===== config.mk =====
export PLATFORM = sky130hd
export DESIGN_NAME = load_store_unit
export DESIGN_NICKNAME = d
export VERILOG_FILES = /design/src/rtl/load_store_unit_pkg.sv /design/src/rtl/lsu_lane_ext.sv /design/src/rtl/load_store_unit.sv
export SDC_FILE = /design/constraint.sdc
export NUM_CORES = 1
export LEC_CHECK = 0
export CAP_MARGIN = 20
export CORE_MARGIN = 2
export CORE_UTILIZATION = 40
export CTS_BUF_LIST = sky130_fd_sc_hd__clkbuf_2 sky130_fd_sc_hd__clkbuf_4 sky130_fd_sc_hd__clkbuf_8
export DETAILED_ROUTE_END_ITERATION = 6
export PLACE_DENSITY = 0.7
export SLEW_MARGIN = 20
export SYNTH_ARGS = -nofsm -noshare
export SYNTH_HDL_FRONTEND = slang
export SYNTH_HIERARCHICAL = 1
export SYNTH_SLANG_ARGS = --single-unit

===== constraint.sdc =====
create_clock -name clk -period 2.3 [get_ports clk]
set_clock_uncertainty 0.2 [all_clocks]
set_input_delay 0.23 -clock clk [delete_from_list [all_inputs] [get_ports clk]]
set_output_delay 0.23 -clock clk [all_outputs]
set_load 0.1 [all_outputs]

===== src/rtl/load_store_unit_pkg.sv =====
// Shared definitions for the load/store unit.
// Holds the access-type encodings, exception codes, the byte/half/word
// field widths, the registered-request record and the store-side lane
// helpers (misalignment test, byte enables, write-data steering).
package load_store_unit_pkg;

  // Access types presented on req_type
  localparam logic [2:0] LSU_T_WORD = 3'b000;
  localparam logic [2:0] LSU_T_RSVD = 3'b001;  // reserved, behaves as word
  localparam logic [2:0] LSU_T_HS   = 3'b010;
  localparam logic [2:0] LSU_T_HU   = 3'b011;
  localparam logic [2:0] LSU_T_BS   = 3'b100;
  localparam logic [2:0] LSU_T_BU   = 3'b101;
  localparam logic [2:0] LSU_T_WL   = 3'b110;
  localparam logic [2:0] LSU_T_WR   = 3'b111;

  // Exception codes
  localparam logic [4:0] EXC_ADEL = 5'd4;
  localparam logic [4:0] EXC_ADES = 5'd5;
  localparam logic [4:0] EXC_BUS  = 5'd7;

  // Field widths
  localparam int BYTE_W = 8;
  localparam int HALF_W = 16;
  localparam int WORD_W = 32;

  // Request captured on accept
  typedef struct packed {
    logic              we;
    logic [2:0]        typ;
    logic [WORD_W-1:0] addr;
    logic [WORD_W-1:0] rt;
    logic [WORD_W-1:0] pc;
  } lsu_req_t;

  // Word accesses need a[1:0]==0, half accesses need a[0]==0
  function automatic logic is_misaligned(input logic [2:0] t, input logic [1:0] a);
    logic mis;
    case (t)
      LSU_T_WORD, LSU_T_RSVD: mis = (a != 2'b00);
      LSU_T_HS, LSU_T_HU:     mis = a[0];
      default:                mis = 1'b0;
    endcase
    return mis;
  endfunction

  // Byte enables for a store (little-endian lanes)
  function automatic logic [3:0] store_be(input logic [2:0] t, input logic [1:0] a);
    logic [3:0] be;
    case (t)
      LSU_T_HS, LSU_T_HU: be = a[1] ? 4'b1100 : 4'b0011;
      LSU_T_BS, LSU_T_BU: be = 4'b0001 << a;
      LSU_T_WL:           be = 4'b1111 >> (2'd3 - a);
      LSU_T_WR:           be = 4'b1111 << a;
      default:            be = 4'b1111;
    endcase
    return be;
  endfunction

  // Write data steered onto the lanes selected by store_be
  function automatic logic [WORD_W-1:0] store_wdata(input logic [2:0] t, input logic [1:0] a,
                                                    input logic [WORD_W-1:0] wd);
    logic [WORD_W-1:0] d;
    case (t)
      LSU_T_HS, LSU_T_HU: d = {2{wd[HALF_W-1:0]}};
      LSU_T_BS, LSU_T_BU: d = {4{wd[BYTE_W-1:0]}};
      LSU_T_WL:           d = wd >> {(2'd3 - a), 3'b000};
      LSU_T_WR:           d = wd << {a, 3'b000};
      default:            d = wd;
    endcase
    return d;
  endfunction

endpackage


===== src/rtl/lsu_lane_ext.sv =====
// Load-side lane extraction for the load/store unit (purely combinational).
// Ports:
//   typ  - access type of the captured request
//   a    - byte offset addr[1:0] of the captured request
//   m    - raw word returned by memory
//   rt   - old rt value used by the partial-word merges
//   data - extended or merged load result
module lsu_lane_ext
  import load_store_unit_pkg::*;
(
  input  logic [2:0]        typ,
  input  logic [1:0]        a,
  input  logic [WORD_W-1:0] m,
  input  logic [WORD_W-1:0] rt,
  output logic [WORD_W-1:0] data
);

  logic [HALF_W-1:0] half_s;
  logic [BYTE_W-1:0] byte_s;

  // Pick the addressed half and byte lanes
  always_comb begin
    half_s = a[1] ? m[31:16] : m[15:0];
    case (a)
      2'd0:    byte_s = m[7:0];
      2'd1:    byte_s = m[15:8];
      2'd2:    byte_s = m[23:16];
      2'd3:    byte_s = m[31:24];
      default: byte_s = m[7:0];
    endcase
  end

  // Extend the picked lane, or merge memory with rt for the unaligned forms
  always_comb begin
    data = m;
    case (typ)
      LSU_T_HS: data = {{HALF_W{half_s[HALF_W-1]}}, half_s};
      LSU_T_HU: data = {{HALF_W{1'b0}}, half_s};
      LSU_T_BS: data = {{(WORD_W-BYTE_W){byte_s[BYTE_W-1]}}, byte_s};
      LSU_T_BU: data = {{(WORD_W-BYTE_W){1'b0}}, byte_s};
      LSU_T_WL: begin
        // memory supplies the high-order bytes, rt keeps the rest
        case (a)
          2'd0:    data = {m[7:0],  rt[23:0]};
          2'd1:    data = {m[15:0], rt[15:0]};
          2'd2:    data = {m[23:0], rt[7:0]};
          default: data = m;
        endcase
      end
      LSU_T_WR: begin
        // memory supplies the low-order bytes, rt keeps the rest
        case (a)
          2'd1:    data = {rt[31:24], m[31:8]};
          2'd2:    data = {rt[31:16], m[31:16]};
          2'd3:    data = {rt[31:8],  m[31:24]};
          default: data = m;
        endcase
      end
      default: data = m;
    endcase
  end

endmodule


===== src/rtl/load_store_unit.sv =====
// Load/store unit: accepts one access from the pipeline, checks alignment,
// performs a single word-aligned memory transaction with a timeout, and
// returns either the extended/merged load data or an exception.
// Ports:
//   clk, reset                  - clock, synchronous active-high reset
//   req_*                       - pipeline request (valid/ready handshake)
//   resp_valid, resp_rdata      - one-cycle completion with load data
//   exc_valid, exc_code,
//   exc_pc, badvaddr            - one-cycle exception report
//   stall                       - high while an access is in flight
//   mem_*                       - word-aligned memory port, held until mem_ack
module load_store_unit
  import load_store_unit_pkg::*;
#(
  parameter int TIMEOUT = 16
) (
  input  logic        clk,
  input  logic        reset,
  input  logic        req_valid,
  output logic        req_ready,
  input  logic        req_we,
  input  logic [2:0]  req_type,
  input  logic [31:0] req_addr,
  input  logic [31:0] req_wdata,
  input  logic [31:0] req_rt,
  input  logic [31:0] req_pc,
  output logic        resp_valid,
  output logic [31:0] resp_rdata,
  output logic        exc_valid,
  output logic [4:0]  exc_code,
  output logic [31:0] exc_pc,
  output logic [31:0] badvaddr,
  output logic        stall,
  output logic        mem_req,
  output logic        mem_we,
  output logic [31:0] mem_addr,
  output logic [3:0]  mem_be,
  output logic [31:0] mem_wdata,
  input  logic        mem_ack,
  input  logic [31:0] mem_rdata
);

  localparam int CNT_W = (TIMEOUT > 1) ? $clog2(TIMEOUT) : 1;
  // last ISSUE cycle that may still see mem_ack
  localparam logic [CNT_W-1:0] CNT_LAST = CNT_W'(TIMEOUT - 1);

  localparam logic [1:0] ST_IDLE  = 2'd0;
  localparam logic [1:0] ST_ISSUE = 2'd1;
  localparam logic [1:0] ST_RESP  = 2'd2;
  localparam logic [1:0] ST_EXC   = 2'd3;

  logic [1:0]       state_q,     state_d;
  logic [CNT_W-1:0] cnt_q,       cnt_d;
  lsu_req_t         req_q,       req_d;
  logic             mem_we_q,    mem_we_d;
  logic [31:0]      mem_addr_q,  mem_addr_d;
  logic [3:0]       mem_be_q,    mem_be_d;
  logic [31:0]      mem_wdata_q, mem_wdata_d;
  logic [31:0]      rdata_q,     rdata_d;
  logic [4:0]       exc_code_q,  exc_code_d;
  logic [31:0]      exc_pc_q,    exc_pc_d;
  logic [31:0]      badvaddr_q,  badvaddr_d;
  logic [31:0]      ext_s;

  lsu_lane_ext u_lane_ext (
    .typ  (req_q.typ),
    .a    (req_q.addr[1:0]),
    .m    (mem_rdata),
    .rt   (req_q.rt),
    .data (ext_s)
  );

  // Next-state, request capture and output-register updates
  always_comb begin
    state_d     = state_q;
    cnt_d       = cnt_q;
    req_d       = req_q;
    mem_we_d    = mem_we_q;
    mem_addr_d  = mem_addr_q;
    mem_be_d    = mem_be_q;
    mem_wdata_d = mem_wdata_q;
    rdata_d     = rdata_q;
    exc_code_d  = exc_code_q;
    exc_pc_d    = exc_pc_q;
    badvaddr_d  = badvaddr_q;
    case (state_q)
      ST_IDLE: begin
        // req_ready is high throughout IDLE, so valid alone means accept
        if (req_valid) begin
          req_d.we    = req_we;
          req_d.typ   = req_type;
          req_d.addr  = req_addr;
          req_d.rt    = req_rt;
          req_d.pc    = req_pc;
          mem_we_d    = req_we;
          mem_addr_d  = {req_addr[31:2], 2'b00};
          mem_be_d    = req_we ? store_be(req_type, req_addr[1:0]) : 4'b1111;
          mem_wdata_d = req_we ? store_wdata(req_type, req_addr[1:0], req_wdata) : 32'h0000_0000;
          cnt_d       = {CNT_W{1'b0}};
          if (is_misaligned(req_type, req_addr[1:0])) begin
            state_d    = ST_EXC;
            exc_code_d = req_we ? EXC_ADES : EXC_ADEL;
            exc_pc_d   = req_pc;
            badvaddr_d = req_addr;
          end else begin
            state_d = ST_ISSUE;
          end
        end else begin
          state_d = ST_IDLE;
        end
      end
      ST_ISSUE: begin
        // an ack on the final counted cycle still wins over the timeout
        if (mem_ack) begin
          state_d = ST_RESP;
          rdata_d = req_q.we ? 32'h0000_0000 : ext_s;
        end else if (cnt_q == CNT_LAST) begin
          state_d    = ST_EXC;
          exc_code_d = EXC_BUS;
          exc_pc_d   = req_q.pc;
          badvaddr_d = req_q.addr;
        end else begin
          cnt_d = cnt_q + {{(CNT_W-1){1'b0}}, 1'b1};
        end
      end
      ST_RESP: state_d = ST_IDLE;
      ST_EXC:  state_d = ST_IDLE;
      default: state_d = ST_IDLE;
    endcase
  end

  // State and output registers with synchronous reset
  always_ff @(posedge clk) begin
    if (reset) begin
      state_q     <= ST_IDLE;
      cnt_q       <= {CNT_W{1'b0}};
      req_q       <= {$bits(lsu_req_t){1'b0}};
      mem_we_q    <= 1'b0;
      mem_addr_q  <= 32'h0000_0000;
      mem_be_q    <= 4'b0000;
      mem_wdata_q <= 32'h0000_0000;
      rdata_q     <= 32'h0000_0000;
      exc_code_q  <= 5'd0;
      exc_pc_q    <= 32'h0000_0000;
      badvaddr_q  <= 32'h0000_0000;
    end else begin
      state_q     <= state_d;
      cnt_q       <= cnt_d;
      req_q       <= req_d;
      mem_we_q    <= mem_we_d;
      mem_addr_q  <= mem_addr_d;
      mem_be_q    <= mem_be_d;
      mem_wdata_q <= mem_wdata_d;
      rdata_q     <= rdata_d;
      exc_code_q  <= exc_code_d;
      exc_pc_q    <= exc_pc_d;
      badvaddr_q  <= badvaddr_d;
    end
  end

  // Handshake and strobes decode directly from the state register
  assign req_ready  = (state_q == ST_IDLE);
  assign stall      = (state_q != ST_IDLE);
  assign mem_req    = (state_q == ST_ISSUE);
  assign resp_valid = (state_q == ST_RESP);
  assign exc_valid  = (state_q == ST_EXC);

  assign mem_we     = mem_we_q;
  assign mem_addr   = mem_addr_q;
  assign mem_be     = mem_be_q;
  assign mem_wdata  = mem_wdata_q;
  assign resp_rdata = rdata_q;
  assign exc_code   = exc_code_q;
  assign exc_pc     = exc_pc_q;
  assign badvaddr   = badvaddr_q;

endmodule

# Word level (Yosys, flattened, before mapping)
# Cells that the tools add are included.
dict set report word_totals {
  elab_cells 100
  register_bits 273
  out_inout_bits 175
  in_bits 168
}
dict set report classes {
  reduce_logical 14
  eq_ne 26
  n_mux 39
  n_addsub 2
  shift 5
}
# op n
set ops {}
lappend ops {{$mux 32} 10}
lappend ops {{$pmux 32 s3} 2}
lappend ops {{$pmux 32 s6} 1}
lappend ops {{$pmux 32 s2} 2}
lappend ops {{$pmux 32 s4} 1}
lappend ops {{$pmux 8 s4} 1}
lappend ops {{$shl 32x5->32} 1}
lappend ops {{$shr 32x5->32} 1}
lappend ops {{$eq 3x3->1 const B} 8}
lappend ops {{$mux 4} 5}
lappend ops {{$mux 5} 4}
lappend ops {{$mux 16} 1}
lappend ops {{$pmux 4 s4} 1}
lappend ops {{$eq 3x2->1 const B} 4}
lappend ops {{$pmux 5 s2} 1}
lappend ops {{$eq 2x2->1 const B} 4}
lappend ops {{$mux 2} 4}
lappend ops {{$pmux 4 s2} 1}
lappend ops {{$reduce_or 2->1} 4}
lappend ops {{$ne 2x2->1 const B} 3}
lappend ops {{$pmux 2 s3} 1}
lappend ops {{$reduce_bool 2->1} 3}
lappend ops {{$reduce_and 5->1} 1}
lappend ops {{$add 4x1->4 const B} 1}
lappend ops {{other kinds (15)} 21}

# Depth between registers and ports, before layout
dict set report depth {
  depth_word 8
  depth_mapped 10
  depth_no_buf 6
}

# Modules after synthesis
# Netlist, hierarchy kept.
# module seq_area_each_um2 cells_each area_each_um2 n_inst
set by_module_without_submodules {}
lappend by_module_without_submodules {load_store_unit 4824.6 1293 10945.5 1}
lappend by_module_without_submodules {lsu_lane_ext 0.0 277 2055.7 1}

# Worst setup path after synthesis
# Ideal clock, no wire load.
dict set report synth_timing {
  kind {flip-flop to output port}
  from {register state_q[0]}
  to {output port resp_valid}
  arrival_time_ps 2187
  stages_incl_launch_ff 5
  required_time_ps 1870
  slack_ps -317
  n_path_buf 3
  path_cell_list {dfxtp_1 -> buf_2 -> buf_2 -> buf_2 -> nor2b_1}
}
dict set report synth_via {
  elab_chain_len 1
}
# element line_no
set synth_lines {}
lappend synth_lines {{start: declaration} load_store_unit.sv:52} ;# logic [1:0] state_q, state_d;
lappend synth_lines {{start signal: assignment} load_store_unit.sv:147} ;# state_q <= state_d;
lappend synth_lines {{$eq 2x2->1} load_store_unit.sv:165} ;# assign resp_valid = (state_q == ST_RESP);
lappend synth_lines {{end: declaration} load_store_unit.sv:27} ;# output logic resp_valid,
# Every way passes these cells.

# Worst setup path after layout
dict set report layout_timing {
  from {register state_q[0]}
  to {output port req_ready}
}
dict set report layout_via {
  elab_chain_len 1
}
# element line_no
set layout_lines {}
lappend layout_lines {{$logic_not 2->1} load_store_unit.sv:162} ;# assign req_ready = (state_q == ST_IDLE);
lappend layout_lines {{end: declaration} load_store_unit.sv:20} ;# output logic req_ready,
# Every way passes these cells.

==> metrics.yaml <==
logic_synthesis:
  yosysUniqueCellTypes: 62
  yosysSeqAreaShare: 0.3711
  synthesis.area_um2: 13000
  ys_ff_latch: 241
  async_flop_share: 0
  synth_warnings: 6
  syn_inst: 1570
  synth_edf_count: 0
  synth_ff_type: "dfxtp_1"
  avgSynthCellArea_um2: 8.281
cells_and_area:
  area_growth_pct: 34.54
  fin_util: 0.5417
  final_nets: 2038
  fillers: 2965
  drive_gt1_frac: 0.2121
timing:
  setup_tns_ns: 0
  worst_pin_slew_ns: 0.8120
  rsz0062_at_grt: "false"
  drv_slew: 0
  finalCritPeriodShare: 0.9509
  period_needed_ns: 2.187
  setup_viol: 0
  clock.fmax_ghz: 0.4572
  hold_violations: 0
  slew_headroom: 0.4587
global_routing:
  grt_pass1_wl_um: 67970
  antenna_found_initial: 2
  grt_use_total: 0.2518
  grt-ovfl-total: 0
  grt_pass1_vias: 12250
  grt_max_degree: 133
die:
  die_w_um: 184.3
  design.core.area_um2: 32290
  die_h_um: 184.3
  start_util: 0.4027
  die_area_um2: 33960
  io_pins: 343
  fp-row-count: 66
placed_design:
  dpl.hpwl_um: 30910
  numPortBuffers: 338
  gp_congestion: 0.8887
critical_path:
  start_kind: "register"
  worstPathArrival_ns: 1.76
  r2r-start: "req_q[64]"
  endpoint_kind: "primary output"
  startpoint: "state_q[0]"
  path_max_fanout: 46
  critical_path_class: "reg -> out"
  required_ns: 1.87
clocking:
  cts_tree: "built"
  cts_buffers: 43
  clk_pin_slew_ns: 0.07
  cts_htree_levels: 2
  worstSkewPairLatency_ns: 0.55
  clockBufferDepth: 3
  cts_sinks: 241
  cts-root-buf: "clkbuf_8"
detailed_routing:
  vias: 12990
  dr.pass1.iters: 7
  initialDrtViolationCount: 944
  routed_via_density: 5.541
  routed_wl_um: 44740
  avgRoutedWirePerCell_um: 19.09
  route.antenna.remaining_nets: 0
  drc: 3
pwr:
  p_leak_nw: 6.793
  p_per_area_nw_per_um2: 709.4
  vdd_ir_drop_max_mv: 0.3391
  finalPower_w: 0.01241
outcome:
  status: "finished, violations left"
  failed_checks: "DRC"
hold_path:
  min-delay-start: "req_rt[27]"
  hold_path.class: "in -> reg"
job:
  cap_violations: 0
logic make-up after synthesis:
family	Yosys count	share of synthesized area
buffers and inverters	187	0.07266
AO/OA/AOI/OAI	417	0.2072
other	1	0.0002884
AND/OR/NAND/NOR	531	0.1902
multiplexers	190	0.1563
adder cells (fa/ha/maj)	1	0.0009622
XOR/XNOR	2	0.001348
flip-flops	241	0.3711
metal layers:
metal,vias up,track usage,part of all wire
met5,-,0,0
met4,0,0.09792,0.034
met3,107,0.05671,0.080
met2,553,0.4011,0.45
met1,6108,0.3316,0.43
li1,6219,-,-
power breakdown:
part | switching [W] | leakage (nW) | total [W] | internal (W)
Sequential | 0.000184 | 1.97 | 0.00462 | 0.00444
Combinational | 0.00251 | 4.36 | 0.00371 | 0.00120
Clock | 0.00183 | 0.456 | 0.00408 | 0.00225
layout make-up:
class	count	area, um^2	area share
repair buffers	432	3933	0.2248
clock buffers	65	807.0	0.04614
multi-input cells	1145	7263	0.4152
clock inverters	11	71.32	0.004077
inverters	6	26.28	0.001502
diodes	2	5.005	0.0002861
well taps	442	553.0	0.03162
flip-flops and latches	241	4833	0.2763
critical path, stage by stage (launching register included):
cell	delay (ns)
dfxtp_4	0.39
buf_12	0.29
or2_4	0.22
clkinvlp_4	0.10
buf_12	0.17
path summary, 6_finish.rpt:
path              slack (ns)  cells after the start             to
setup / recovery        0.11                      4      req_ready
hold / removal          0.04                      3      req_q[59]
setup reg to reg        0.15                      7  resp_rdata[3]
hold reg to reg         0.23                      2  mem_wdata[14]
sequential cells by signal, summed over array words and instances (netlist names):
register	count
cnt_q	4
badvaddr	32
mem_wdata	32
exc_pc	32
mem_we	1
mem_addr	1
state_q	2
req_q	98
resp_rdata	32
mem_be	4
exc_code	3
cell usage after synthesis, types with 24 or more instances:
master      n  area, um^2
mux2_2     24       270.3
clkbuf_1   86       322.8
o21ai_0    41       205.2
buf_2      47       235.2
o221ai_1   29       254.0
nor2b_1    24       150.1
nand3b_1   43       322.8
buf_4      45       337.8
nor2_1     66       247.7
nand2_1   282        1059
dfxtp_1   241        4825
nor3_1     69       345.3
mux2i_1   158        1582
a21oi_1   179       895.9
a211oi_1   83       623.1
through the flow:
| step | std cells | setup slack (ns) | hold WS, ns | cell area [um^2] |
|---|---|---|---|---|
| floorplan | 1573 | 0.02066 | 0.1660 | 13020 |
| global placement | 2264 | -0.1060 | 0.2311 | 16580 |
| detailed placement | 2264 | -0.1410 | 0.2310 | 16580 |
| CTS | 2342 | 0.06380 | 0.01311 | 17480 |
| global route | 2344 | 0.02474 | 0.03901 | 17490 |
| finish | 2344 | 0.1129 | 0.03546 | 17490 |
what timing repair did:
item | 4_1_cts | 5_1_grt
hold buffers | 2 | 0
buffers inserted | 0 | 0
hold endpoints to repair | 18 | 0
endpoints found under the setup margin | 0 | 3
resized for setup | 0 | 2
placed cells by master, fill, tap and decap left out, drive strengths merged, types with 3 or more instances in the layout:
cell           count
a31oi              5
nor3              71
a221oi            12
o21ai             41
clkinvlp           6
nand3              4
conb               4
inv                6
nor3b              4
a21o               4
nand2b            12
dfxtp            241
and2               4
nor2b             24
a21boi             4
a211oi            83
o221ai            31
or2                3
buf              266
nor2              75
nand3b            43
o22ai              3
clkdlybuf4s50    164
mux4               8
mux2i            158
clkbuf            65
o31ai              9
nand2            282
a21oi            179
a221o             11
mux2              24
o211ai             9
and3               3
clkinv             5
a22oi              9
Power figures use the tool's default switching activity.
